[src/rtl/irq_controller_pkg.sv]
// -----------------------------------------------------------------------------
// irq_controller_pkg
// Shared definitions for the interrupt front-end:
//   - irq_state_e : request FSM state encodings (IDLE / REQ / HOLD)
//   - IRQ_STAT_W  : width of the optional per-source acknowledge counters
//   - IRQ_HOLD_W  : width of the hold-off down-counter (HOLDOFF <= 255)
//   - sat_inc     : saturating increment used by the acknowledge counters
// -----------------------------------------------------------------------------
package irq_controller_pkg;

  typedef enum logic [1:0] {
    IRQ_IDLE = 2'd0,
    IRQ_REQ  = 2'd1,
    IRQ_HOLD = 2'd2
  } irq_state_e;

  localparam int IRQ_STAT_W = 16;
  localparam int IRQ_HOLD_W = 8;

  // Increment that sticks at all-ones instead of wrapping.
  function automatic logic [IRQ_STAT_W-1:0] sat_inc(input logic [IRQ_STAT_W-1:0] v);
    return (v == {IRQ_STAT_W{1'b1}}) ? v : (v + IRQ_STAT_W'(1));
  endfunction

endpackage

[src/rtl/irq_controller_if.sv]
// -----------------------------------------------------------------------------
// irq_controller_if
// Bundles the request lines, mask write port, core handshake and status of the
// interrupt front-end.
//   irq_in      : raw asynchronous request lines           (master -> slave)
//   mask_we     : mask register write strobe               (master -> slave)
//   mask_din    : new mask value, bit=1 enables a source   (master -> slave)
//   int_ack     : one-cycle acknowledge from the core      (master -> slave)
//   interrupter : request to the core                      (slave -> master)
//   int_cause   : index of the presented source            (slave -> master)
//   pending     : raw pending bits                         (slave -> master)
// With IRQ_STATS_EN defined the interface also carries:
//   stat_sel    : counter select                           (master -> slave)
//   stat_cnt    : registered acknowledge count             (slave -> master)
// -----------------------------------------------------------------------------
interface irq_controller_if #(
  parameter int NSRC = 2,
  parameter int ID_W = 1
);
  import irq_controller_pkg::*;

  logic [NSRC-1:0] irq_in;
  logic            mask_we;
  logic [NSRC-1:0] mask_din;
  logic            int_ack;
  logic            interrupter;
  logic [ID_W-1:0] int_cause;
  logic [NSRC-1:0] pending;
`ifdef IRQ_STATS_EN
  logic [ID_W-1:0]       stat_sel;
  logic [IRQ_STAT_W-1:0] stat_cnt;
`endif

  modport master (
    output irq_in, mask_we, mask_din, int_ack,
`ifdef IRQ_STATS_EN
    output stat_sel,
    input  stat_cnt,
`endif
    input  interrupter, int_cause, pending
  );

  modport slave (
    input  irq_in, mask_we, mask_din, int_ack,
`ifdef IRQ_STATS_EN
    input  stat_sel,
    output stat_cnt,
`endif
    output interrupter, int_cause, pending
  );

endinterface

[src/rtl/irq_sync_edge.sv]
// -----------------------------------------------------------------------------
// irq_sync_edge
// Two-flop synchroniser for one asynchronous request line followed by a
// registered copy used to detect a synchronised rising edge.
//   clk     : core clock
//   rst     : asynchronous active-low reset
//   i_async : raw request line
//   o_level : synchronised level
//   o_rise  : high for one cycle after a synchronised 0->1 transition
// -----------------------------------------------------------------------------
module irq_sync_edge
  import irq_controller_pkg::*;
(
  input  logic clk,
  input  logic rst,
  input  logic i_async,
  output logic o_level,
  output logic o_rise
);

  logic r_meta;
  logic r_sync;
  logic r_prev;

  // Synchroniser chain plus delayed copy for edge detection.
  always_ff @(posedge clk or negedge rst) begin
    if (!rst) begin
      r_meta <= 1'b0;
      r_sync <= 1'b0;
      r_prev <= 1'b0;
    end else begin
      r_meta <= i_async;
      r_sync <= r_meta;
      r_prev <= r_sync;
    end
  end

  assign o_level = r_sync;
  assign o_rise  = r_sync & ~r_prev;

endmodule

[src/rtl/irq_controller.sv]
// -----------------------------------------------------------------------------
// irq_controller
// Interrupt front-end in front of the CPU core. Synchronises NSRC external
// request lines, latches them as pending, masks them, picks the lowest-index
// enabled source and presents it to the core until acknowledged, then waits
// HOLDOFF cycles before presenting the next one.
//   clk  : core clock
//   rst  : asynchronous active-low reset
//   bus  : irq_controller_if.slave (request lines, mask port, core handshake,
//          pending status)
// Optional feature macro: IRQ_STATS_EN adds per-source 16-bit saturating
// acknowledge counters readable through bus.stat_sel / bus.stat_cnt.
// -----------------------------------------------------------------------------
module irq_controller
  import irq_controller_pkg::*;
#(
  parameter int              NSRC      = 2,
  parameter int              ID_W      = 1,
  parameter logic [NSRC-1:0] EDGE_MASK = {NSRC{1'b1}},
  parameter int              HOLDOFF   = 4
) (
  input logic             clk,
  input logic             rst,
  irq_controller_if.slave bus
);

  logic [NSRC-1:0]       w_level;
  logic [NSRC-1:0]       w_rise;
  logic [NSRC-1:0]       w_set;
  logic [NSRC-1:0]       w_clr;
  logic [NSRC-1:0]       w_pend_nxt;
  logic [NSRC-1:0]       w_masked;
  logic                  w_any;
  logic [ID_W-1:0]       w_idx;
  logic                  w_ack_take;

  logic [NSRC-1:0]       r_pending;
  logic [NSRC-1:0]       r_mask;
  irq_state_e            r_state;
  logic [IRQ_HOLD_W-1:0] r_cnt;
  logic                  r_irq;
  logic [ID_W-1:0]       r_cause;

  for (genvar g = 0; g < NSRC; g++) begin : g_sync
    irq_sync_edge u_sync (
      .clk     (clk),
      .rst     (rst),
      .i_async (bus.irq_in[g]),
      .o_level (w_level[g]),
      .o_rise  (w_rise[g])
    );
  end

  // An acknowledge only counts while a request is actually being presented.
  assign w_ack_take = (r_state == IRQ_REQ) && bus.int_ack;

  // Next pending value: set terms are ORed in after the clear, so a set in
  // the acknowledge cycle keeps the bit high.
  always_comb begin
    w_set = (EDGE_MASK & w_rise) | (~EDGE_MASK & w_level);
    if (w_ack_take) begin
      w_clr = NSRC'(1) << r_cause;
    end else begin
      w_clr = {NSRC{1'b0}};
    end
    w_pend_nxt = (r_pending & ~w_clr) | w_set;
  end

  // Fixed-priority encoder: scanning downwards leaves the lowest index last.
  always_comb begin
    w_masked = r_pending & r_mask;
    w_any    = 1'b0;
    w_idx    = {ID_W{1'b0}};
    for (int i = NSRC - 1; i >= 0; i--) begin
      w_any = w_any | w_masked[i];
      w_idx = w_masked[i] ? ID_W'(i) : w_idx;
    end
  end

  // Pending latch and mask register.
  always_ff @(posedge clk or negedge rst) begin
    if (!rst) begin
      r_pending <= {NSRC{1'b0}};
      r_mask    <= {NSRC{1'b1}};
    end else begin
      r_pending <= w_pend_nxt;
      if (bus.mask_we) begin
        r_mask <= bus.mask_din;
      end else begin
        r_mask <= r_mask;
      end
    end
  end

  // Request FSM; int_cause is only reloaded on entry to REQ so it keeps its
  // last value in HOLD and IDLE.
  always_ff @(posedge clk or negedge rst) begin
    if (!rst) begin
      r_state <= IRQ_IDLE;
      r_cnt   <= {IRQ_HOLD_W{1'b0}};
      r_irq   <= 1'b0;
      r_cause <= {ID_W{1'b0}};
    end else begin
      case (r_state)
        IRQ_IDLE: begin
          if (w_any) begin
            r_cause <= w_idx;
            r_irq   <= 1'b1;
            r_state <= IRQ_REQ;
          end else begin
            r_irq   <= 1'b0;
          end
        end
        IRQ_REQ: begin
          if (bus.int_ack) begin
            r_irq   <= 1'b0;
            r_cnt   <= IRQ_HOLD_W'(HOLDOFF);
            r_state <= IRQ_HOLD;
          end else begin
            r_irq   <= 1'b1;
          end
        end
        IRQ_HOLD: begin
          r_irq <= 1'b0;
          // Leaving on the step that reaches zero gives 1+HOLDOFF low cycles.
          if (r_cnt <= IRQ_HOLD_W'(1)) begin
            r_cnt   <= {IRQ_HOLD_W{1'b0}};
            r_state <= IRQ_IDLE;
          end else begin
            r_cnt   <= r_cnt - IRQ_HOLD_W'(1);
          end
        end
        default: begin
          r_irq   <= 1'b0;
          r_cnt   <= {IRQ_HOLD_W{1'b0}};
          r_state <= IRQ_IDLE;
        end
      endcase
    end
  end

  assign bus.interrupter = r_irq;
  assign bus.int_cause   = r_cause;
  assign bus.pending     = r_pending;

`ifdef IRQ_STATS_EN
  logic [IRQ_STAT_W-1:0] r_stat [NSRC];
  logic [IRQ_STAT_W-1:0] r_stat_cnt;

  // Per-source acknowledge counters and the registered read port.
  always_ff @(posedge clk or negedge rst) begin
    if (!rst) begin
      for (int i = 0; i < NSRC; i++) begin
        r_stat[i] <= {IRQ_STAT_W{1'b0}};
      end
      r_stat_cnt <= {IRQ_STAT_W{1'b0}};
    end else begin
      if (w_ack_take) begin
        r_stat[r_cause] <= sat_inc(r_stat[r_cause]);
      end else begin
        r_stat[r_cause] <= r_stat[r_cause];
      end
      // Selects beyond NSRC (non power-of-two source counts) read as zero.
      if (int'(bus.stat_sel) < NSRC) begin
        r_stat_cnt <= r_stat[bus.stat_sel];
      end else begin
        r_stat_cnt <= {IRQ_STAT_W{1'b0}};
      end
    end
  end

  assign bus.stat_cnt = r_stat_cnt;
`endif

endmodule

[src/flat_wrapper.sv]
// flat-port wrapper written by rule: the top's interface ports become plain ports
module irq_controller_flat import irq_controller_pkg::*;
#(
  parameter int              NSRC      = 2,
  parameter int              ID_W      = 1,
  parameter logic [NSRC-1:0] EDGE_MASK = {NSRC{1'b1}},
  parameter int              HOLDOFF   = 4
)
  (clk, rst, bus_irq_in, bus_mask_we, bus_mask_din, bus_int_ack, bus_interrupter, bus_int_cause, bus_pending);
  irq_controller_if #(.NSRC(NSRC), .ID_W(ID_W)) bus_i ();
  input logic clk;
  input logic rst;
  input wire logic [$bits(bus_i.irq_in)-1:0] bus_irq_in;
  input wire logic [$bits(bus_i.mask_we)-1:0] bus_mask_we;
  input wire logic [$bits(bus_i.mask_din)-1:0] bus_mask_din;
  input wire logic [$bits(bus_i.int_ack)-1:0] bus_int_ack;
  output wire logic [$bits(bus_i.interrupter)-1:0] bus_interrupter;
  output wire logic [$bits(bus_i.int_cause)-1:0] bus_int_cause;
  output wire logic [$bits(bus_i.pending)-1:0] bus_pending;
  assign bus_i.irq_in = bus_irq_in;
  assign bus_i.mask_we = bus_mask_we;
  assign bus_i.mask_din = bus_mask_din;
  assign bus_i.int_ack = bus_int_ack;
  assign bus_interrupter = bus_i.interrupter;
  assign bus_int_cause = bus_i.int_cause;
  assign bus_pending = bus_i.pending;
  irq_controller #(.NSRC(NSRC), .ID_W(ID_W), .EDGE_MASK(EDGE_MASK), .HOLDOFF(HOLDOFF)) u_core (.clk(clk), .rst(rst), .bus(bus_i));
endmodule
[config.mk]
export PLATFORM = sky130hd
export DESIGN_NAME = irq_controller_flat
export DESIGN_NICKNAME = d
export VERILOG_FILES = /design/src/rtl/irq_controller_pkg.sv /design/src/rtl/irq_controller_if.sv /design/src/rtl/irq_sync_edge.sv /design/src/rtl/irq_controller.sv /design/src/flat_wrapper.sv
export SDC_FILE = /design/constraint.sdc
export NUM_CORES = 1
export LEC_CHECK = 0
export BUFFER_PORTS_ARGS = -buffer_cell sky130_fd_sc_hd__buf_2
export CAP_MARGIN = 30
export CORE_MARGIN = 3
export CORE_UTILIZATION = 55
export CTS_BUF_LIST = sky130_fd_sc_hd__clkbuf_2 sky130_fd_sc_hd__clkbuf_4 sky130_fd_sc_hd__clkbuf_8
export CTS_CLUSTER_SIZE = 20
export DETAILED_ROUTE_END_ITERATION = 7
export GPL_TIMING_DRIVEN = 0
export HOLD_SLACK_MARGIN = 0.15
export MAX_ROUTING_LAYER = met4
export PLACE_DENSITY = 0.76
export SLEW_MARGIN = 25
export SYNTH_ARGS = -nofsm -noshare
export SYNTH_HDL_FRONTEND = slang
export SYNTH_SLANG_ARGS = --single-unit
export TNS_END_PERCENT = 100
[constraint.sdc]
create_clock -name clk -period 4.1 [get_ports clk]
set_input_delay 0.82 -clock clk [delete_from_list [all_inputs] [get_ports clk]]
set_output_delay 0.82 -clock clk [all_outputs]
set_load 0.01 [all_outputs]
### After elaboration in Yosys (flattened, before gate mapping)

Index checks and enable logic that the tools add are counted.

| word-level totals | value |
|---|---|
| input port bits | 8 |
| word-level logic and storage cells | 48 |
| register bits after elaboration | 22 |
| output and inout bits | 4 |

| operators by class | value |
|---|---|
| bitwise gates (word level) | 10 |
| $add $sub $neg | 1 |
| muxes and demuxes | 13 |
| reductions and logical operators | 5 |
| shift-type cells | 1 |
| eq/ne operators | 5 |
| order comparisons | 1 |

Operators with widths:

| cell | count |
|---|---|
| case mux 8 bit (3 select lines) | 1 |
| two-way mux 8 bit | 2 |
| less-or-equal comparator 8 x 1 -> 1 bit, second input constant | 1 |
| two-way mux 2 bit | 4 |
| subtractor 8 x 1 -> 8 bit, second input constant | 1 |
| case mux 2 bit (3 select lines) | 1 |
| bitwise AND 2 bit | 2 |
| two-way mux 1 bit | 4 |
| inequality test 2 x 1 -> 1 bit, second input constant | 2 |
| AND reduction 2 bit | 2 |
| NOT 1 bit | 3 |
| AND reduction 3 bit | 1 |
| bitwise AND 1 bit | 2 |
| == test 2 x 1 -> 1 bit, second input constant | 1 |
| == test 2 bit, second input constant | 1 |
| zero test 2 bit | 1 |
| inequality test 2 bit, second input constant | 1 |
| NOT 2 bit | 1 |
| bitwise OR 2 bit | 1 |
| case mux 1 bit (2 select lines) | 1 |
| << shifter 1 x 1 -> 2 bit, first input constant | 1 |
| logical AND 1 bit | 1 |
| bitwise OR 1 bit | 1 |

### Longest topological paths before layout

| depth | value |
|---|---|
| word-level depth | 6 |
| gate-level depth with buffers | 7 |
| gate-level depth less buffers | 6 |

### Modules after synthesis

A second synthesis with hierarchy kept.

| second synthesis, totals | value |
|---|---|
| cells, all modules | 95 |
| area, all modules | 1,071.0 um^2 |

Modules (own cells, without submodules):

| module | area an instance (um^2) | seq. area each (um^2) | cells an instance | times used |
|---|---|---|---|---|
| irq_controller | 893.4 | 402.9 | 87 | 1 |
| irq_sync_edge | 88.8 | 75.1 | 4 | 2 |

### Worst setup path before layout

Ideal clock, no wire load.

| timing path | value |
|---|---|
| path type | flip-flop to flip-flop |
| start point | register u_core.r_cnt[5] |
| end point | register u_core.r_cnt[5] |
| setup slack | 2,349 ps |
| path buffers | 0 |
| library setup time | 124 ps |
| stages on the path, launching flop included | 5 |
| required time | 3,976 ps |
| period minus slack after synthesis | 1,751 ps |
| arrival | 1,627 ps |
| cells stage by stage | dfrtp_1 > or4_4 > o31ai_4 > nor4_1 > a211o_1 |

| on the way | value |
|---|---|
| longest elaborated chain between the ends | 3 |
| elaborated cells between the ends (all ways) | 4 |
| classes of those cells | add/sub (1); order compare (1); mux (2) |

Ends and longest elaborated chain:

| item | RTL line | text |
|---|---|---|
| from (decl) | irq_controller.sv:40 | `logic [IRQ_HOLD_W-1:0] r_cnt;` |
| from (signal assigned) | irq_controller.sv:100 | `r_cnt <= {IRQ_HOLD_W{1'b0}};` |
| from (signal assigned) | irq_controller.sv:117 | `r_cnt <= IRQ_HOLD_W'(HOLDOFF);` |
| from (signal assigned) | irq_controller.sv:127 | `r_cnt <= {IRQ_HOLD_W{1'b0}};` |
| subtractor 8 x 1 -> 8 bit or less-or-equal comparator 8 x 1 -> 1 bit (tied branches) | irq_controller.sv:130, irq_controller.sv:126 |  |
| two-way mux 8 bit (*) | irq_controller.sv:126 | `if (r_cnt <= IRQ_HOLD_W'(1)) begin` |
| case mux 8 bit (3 select lines) (*) | irq_controller.sv:104 | `case (r_state)` |

Every way passes the cells marked *; elsewhere a longest branch is shown, timed or not.
A chain may end at the register's enable or synchronous reset.

### Worst setup path in the final report

Ends and elaborated chain as after synthesis.

==> metrics.cfg <==
[setup_path]
arrival_ns=2.10
critPathMaxStageDelay_ns=0.58
r2r_cells=4
cp_cell_sequence=or4_4 > o31ai_4 > nor4_1 > a211o_1
critPathKind=flop to flop
worstPathMaxFanout=7
crit_required_ns=4.30
worst_path_max_delay_cell=or4_4
regToRegStartpoint=u_core.r_cnt[5]$_DFFE_PN0P_
critPathLaunchType=flop
timing.rr.end=u_core.r_cnt[5]$_DFFE_PN0P_
setup.worst_path.end=u_core.r_cnt[5]$_DFFE_PN0P_
r2r_slack_ns=2.20
path_buf_inv=0
cp-startpoint=u_core.r_cnt[5]$_DFFE_PN0P_
critPathCaptureType=flop
cp.depth=4
critical-path-top-delay-family=simple AND/OR/NAND/NOR gates

[finish]
area_growth_pct=13.2
drive_gt1_frac=0.239
fin_nets=131
fin_area_sq_mm=0.00119
layout_commonest_cell=dfrtp_1
fill_cells=137
antennaDiodeCount=0
multi_input_area_sq_um=458
fin_cells=142
seq_area_sq_um=553
layout_common_cells=20 x dfrtp_1, 13 x nand2_1, 12 x buf_2

[global_route]
met2_usage=0.291
grt_pass1_wl_microns=3330
groute.usage.overall=0.176
grt_pass1_vias=787
grt_most_used_layer=met2
grtUsageMet3=0.0453
grt-ovfl-total=0
grt_max_degree=23
grt_antenna_before_repair=0
grtUsageMet1=0.221

[placed_design]
gp_routability_congestion=0.837
dp.cells=138
hpwl_microns=1460
placed_cell_area_sq_mm=0.00114
port-buffer-count=11

[routing]
route.vias.total=810
via_per_inst=5.70
dr.pass1.iters=4
wl_microns=1920
drc=0
detail-route-antenna-nets=0
drt_iter0_markers=28
routedWlPerCell_microns=13.5

[floorplan]
ios=12
dieHeight_microns=49.8
die_area_sq_mm=0.00248
fp.coreArea_sq_mm=0.00176
rows=15
start_util=0.597
dieWidth_microns=49.8

[clocking]
cts.sinks=22
insertion_delay_ns=0.30
cts_tree=yes
h-tree-depth=1
hold_buffers=0
cts_made_buffers=3
cts_resized=0
clock_path_buffers=2
cts_root_buffer=clkbuf_4
clkTransAtPathRegs_ns=0.12
postCtsSetupBuffers=0

[status]
outcome=completed

[yosys]
syn-cell-area_sq_mm=0.00105
synth_mux_area_frac=0.0214
synth_seq_area_share=0.525
synth-compound-area-share=0.173
synth_cells=102
synth_nets=115
yosysWarnings=0
synth_cell_types=33
netlist.area_leader.share=0.475
synth-edff-count=0
synth_top_family_by_area=simple AND/OR/NAND/NOR gates
yosys.area_share.simple=0.181
synth-async-reset-ratio=1.00
synth.avg_cell_area_sq_um=10.3
synth_top_cell_by_area=dfrtp_1
synthXorXnorAreaFrac=0
synth_adder_area_share=0.0594
synth_seq_cells=22
synthFlopType=dfrtp_1
ys_top_cells_by_area=dfrtp_1 48%, ha_1 5.9%, dfstp_2 5.0%

[timing]
final_hold_viol_count=0
period_needed_ns=1.90
setup_tns_ns=0
rsz0062_at_grt=no
skew_ns=0.00144
finalSetupViolCount=0
tightest_slew_ns=0.480
fmaxAchievable_mhz=526
max-slew-margin-rel=0.680
finalCritPeriodShare=0.464
slew_violations=0

[worst_hold_path]
worstHoldStart=u_core.g_sync[1].u_sync.r_meta$_DFF_PN0_
hold_class=flop to flop

[job]
drv_cap=0

[power]
ir_drop_mv=0.416
power.density_mw_per_mm2=698
p_leak_uw=0.000576
power_uw=833

-- per-layer routing --
metal,vias up,routed length [microns]
met5,-,0
met4,0,24
met3,4,56
met2,14,937
met1,395,898
li1,397,-
-- where the power goes --
group          internal, uW  switching (uW)
Combinational           150             203
Sequential              266            49.0
Clock                  98.7            65.1
-- layout make-up --
| cell class | count | area share |
|---|---|---|
| Timing Repair Buffer | 11 | 0.0462 |
| Multi-Input combinational cell | 69 | 0.384 |
| Buffer | 2 | 0.00735 |
| Clock inverter | 1 | 0.0252 |
| Clock buffer | 3 | 0.0189 |
| Tap cell | 25 | 0.0262 |
| Sequential cell | 22 | 0.464 |
| Inverter | 9 | 0.0283 |
-- synthesized netlist by cell type, types with 2 or more instances --
master and number:
dfrtp_1 20, nand2_1 13, inv_1 9, a21oi_1 6, o21ai_0 6, ha_1 5
nor4_1 5, a31oi_1 4, nand3_1 4, dfstp_2 2, mux2_2 2, nand2b_1 2
nor2_1 2, or2_2 2, or3_1 2
-- state kept, by name, summed over array words and instances, names as in the netlist --
name / flops
u_core.g_sync.u_sync.r_meta: 2
u_core.bus.interrupter: 1
u_core.g_sync.u_sync.r_prev: 2
u_core.bus.int_cause: 1
u_core.bus.pending: 2
u_core.r_mask: 2
u_core.r_cnt: 8
u_core.g_sync.u_sync.o_level: 2
u_core.r_state: 2
-- worst min-delay path by stage --
stage	endpoint	slack [ns]	cells past startpoint
floorplan	u_core.g_sync[0].u_sync.o_level$_DFF_PN0_	0.33	0
global placement	u_core.g_sync[0].u_sync.o_level$_DFF_PN0_	0.34	0
detailed placement	u_core.g_sync[0].u_sync.o_level$_DFF_PN0_	0.35	0
CTS	u_core.g_sync[0].u_sync.o_level$_DFF_PN0_	0.38	0
global route	u_core.g_sync[0].u_sync.o_level$_DFF_PN0_	0.38	0
finish	u_core.g_sync[1].u_sync.o_level$_DFF_PN0_	0.37	0
-- cell families (layout without fill, tap and decap cells) --
group,Yosys count,in the layout
compound gates,26,26
fa+ha+maj,5,5
buf+inv,11,26
flops,22,22
mux,2,2
simple gates,36,36
-- metrics by stage --
step	utilization	setup slack [ns]	hold slack (ns)
2_1_floorplan	-	2.35	0.331
3_3_place_gp	0.646	2.25	0.335
5_1_grt	0.676	2.11	0.379
4_1_cts	0.676	2.20	0.379
6_report	0.676	2.20	0.371
3_5_place_dp	0.646	2.17	0.349
No activity file was read; power rests on OpenSTA's default activity.
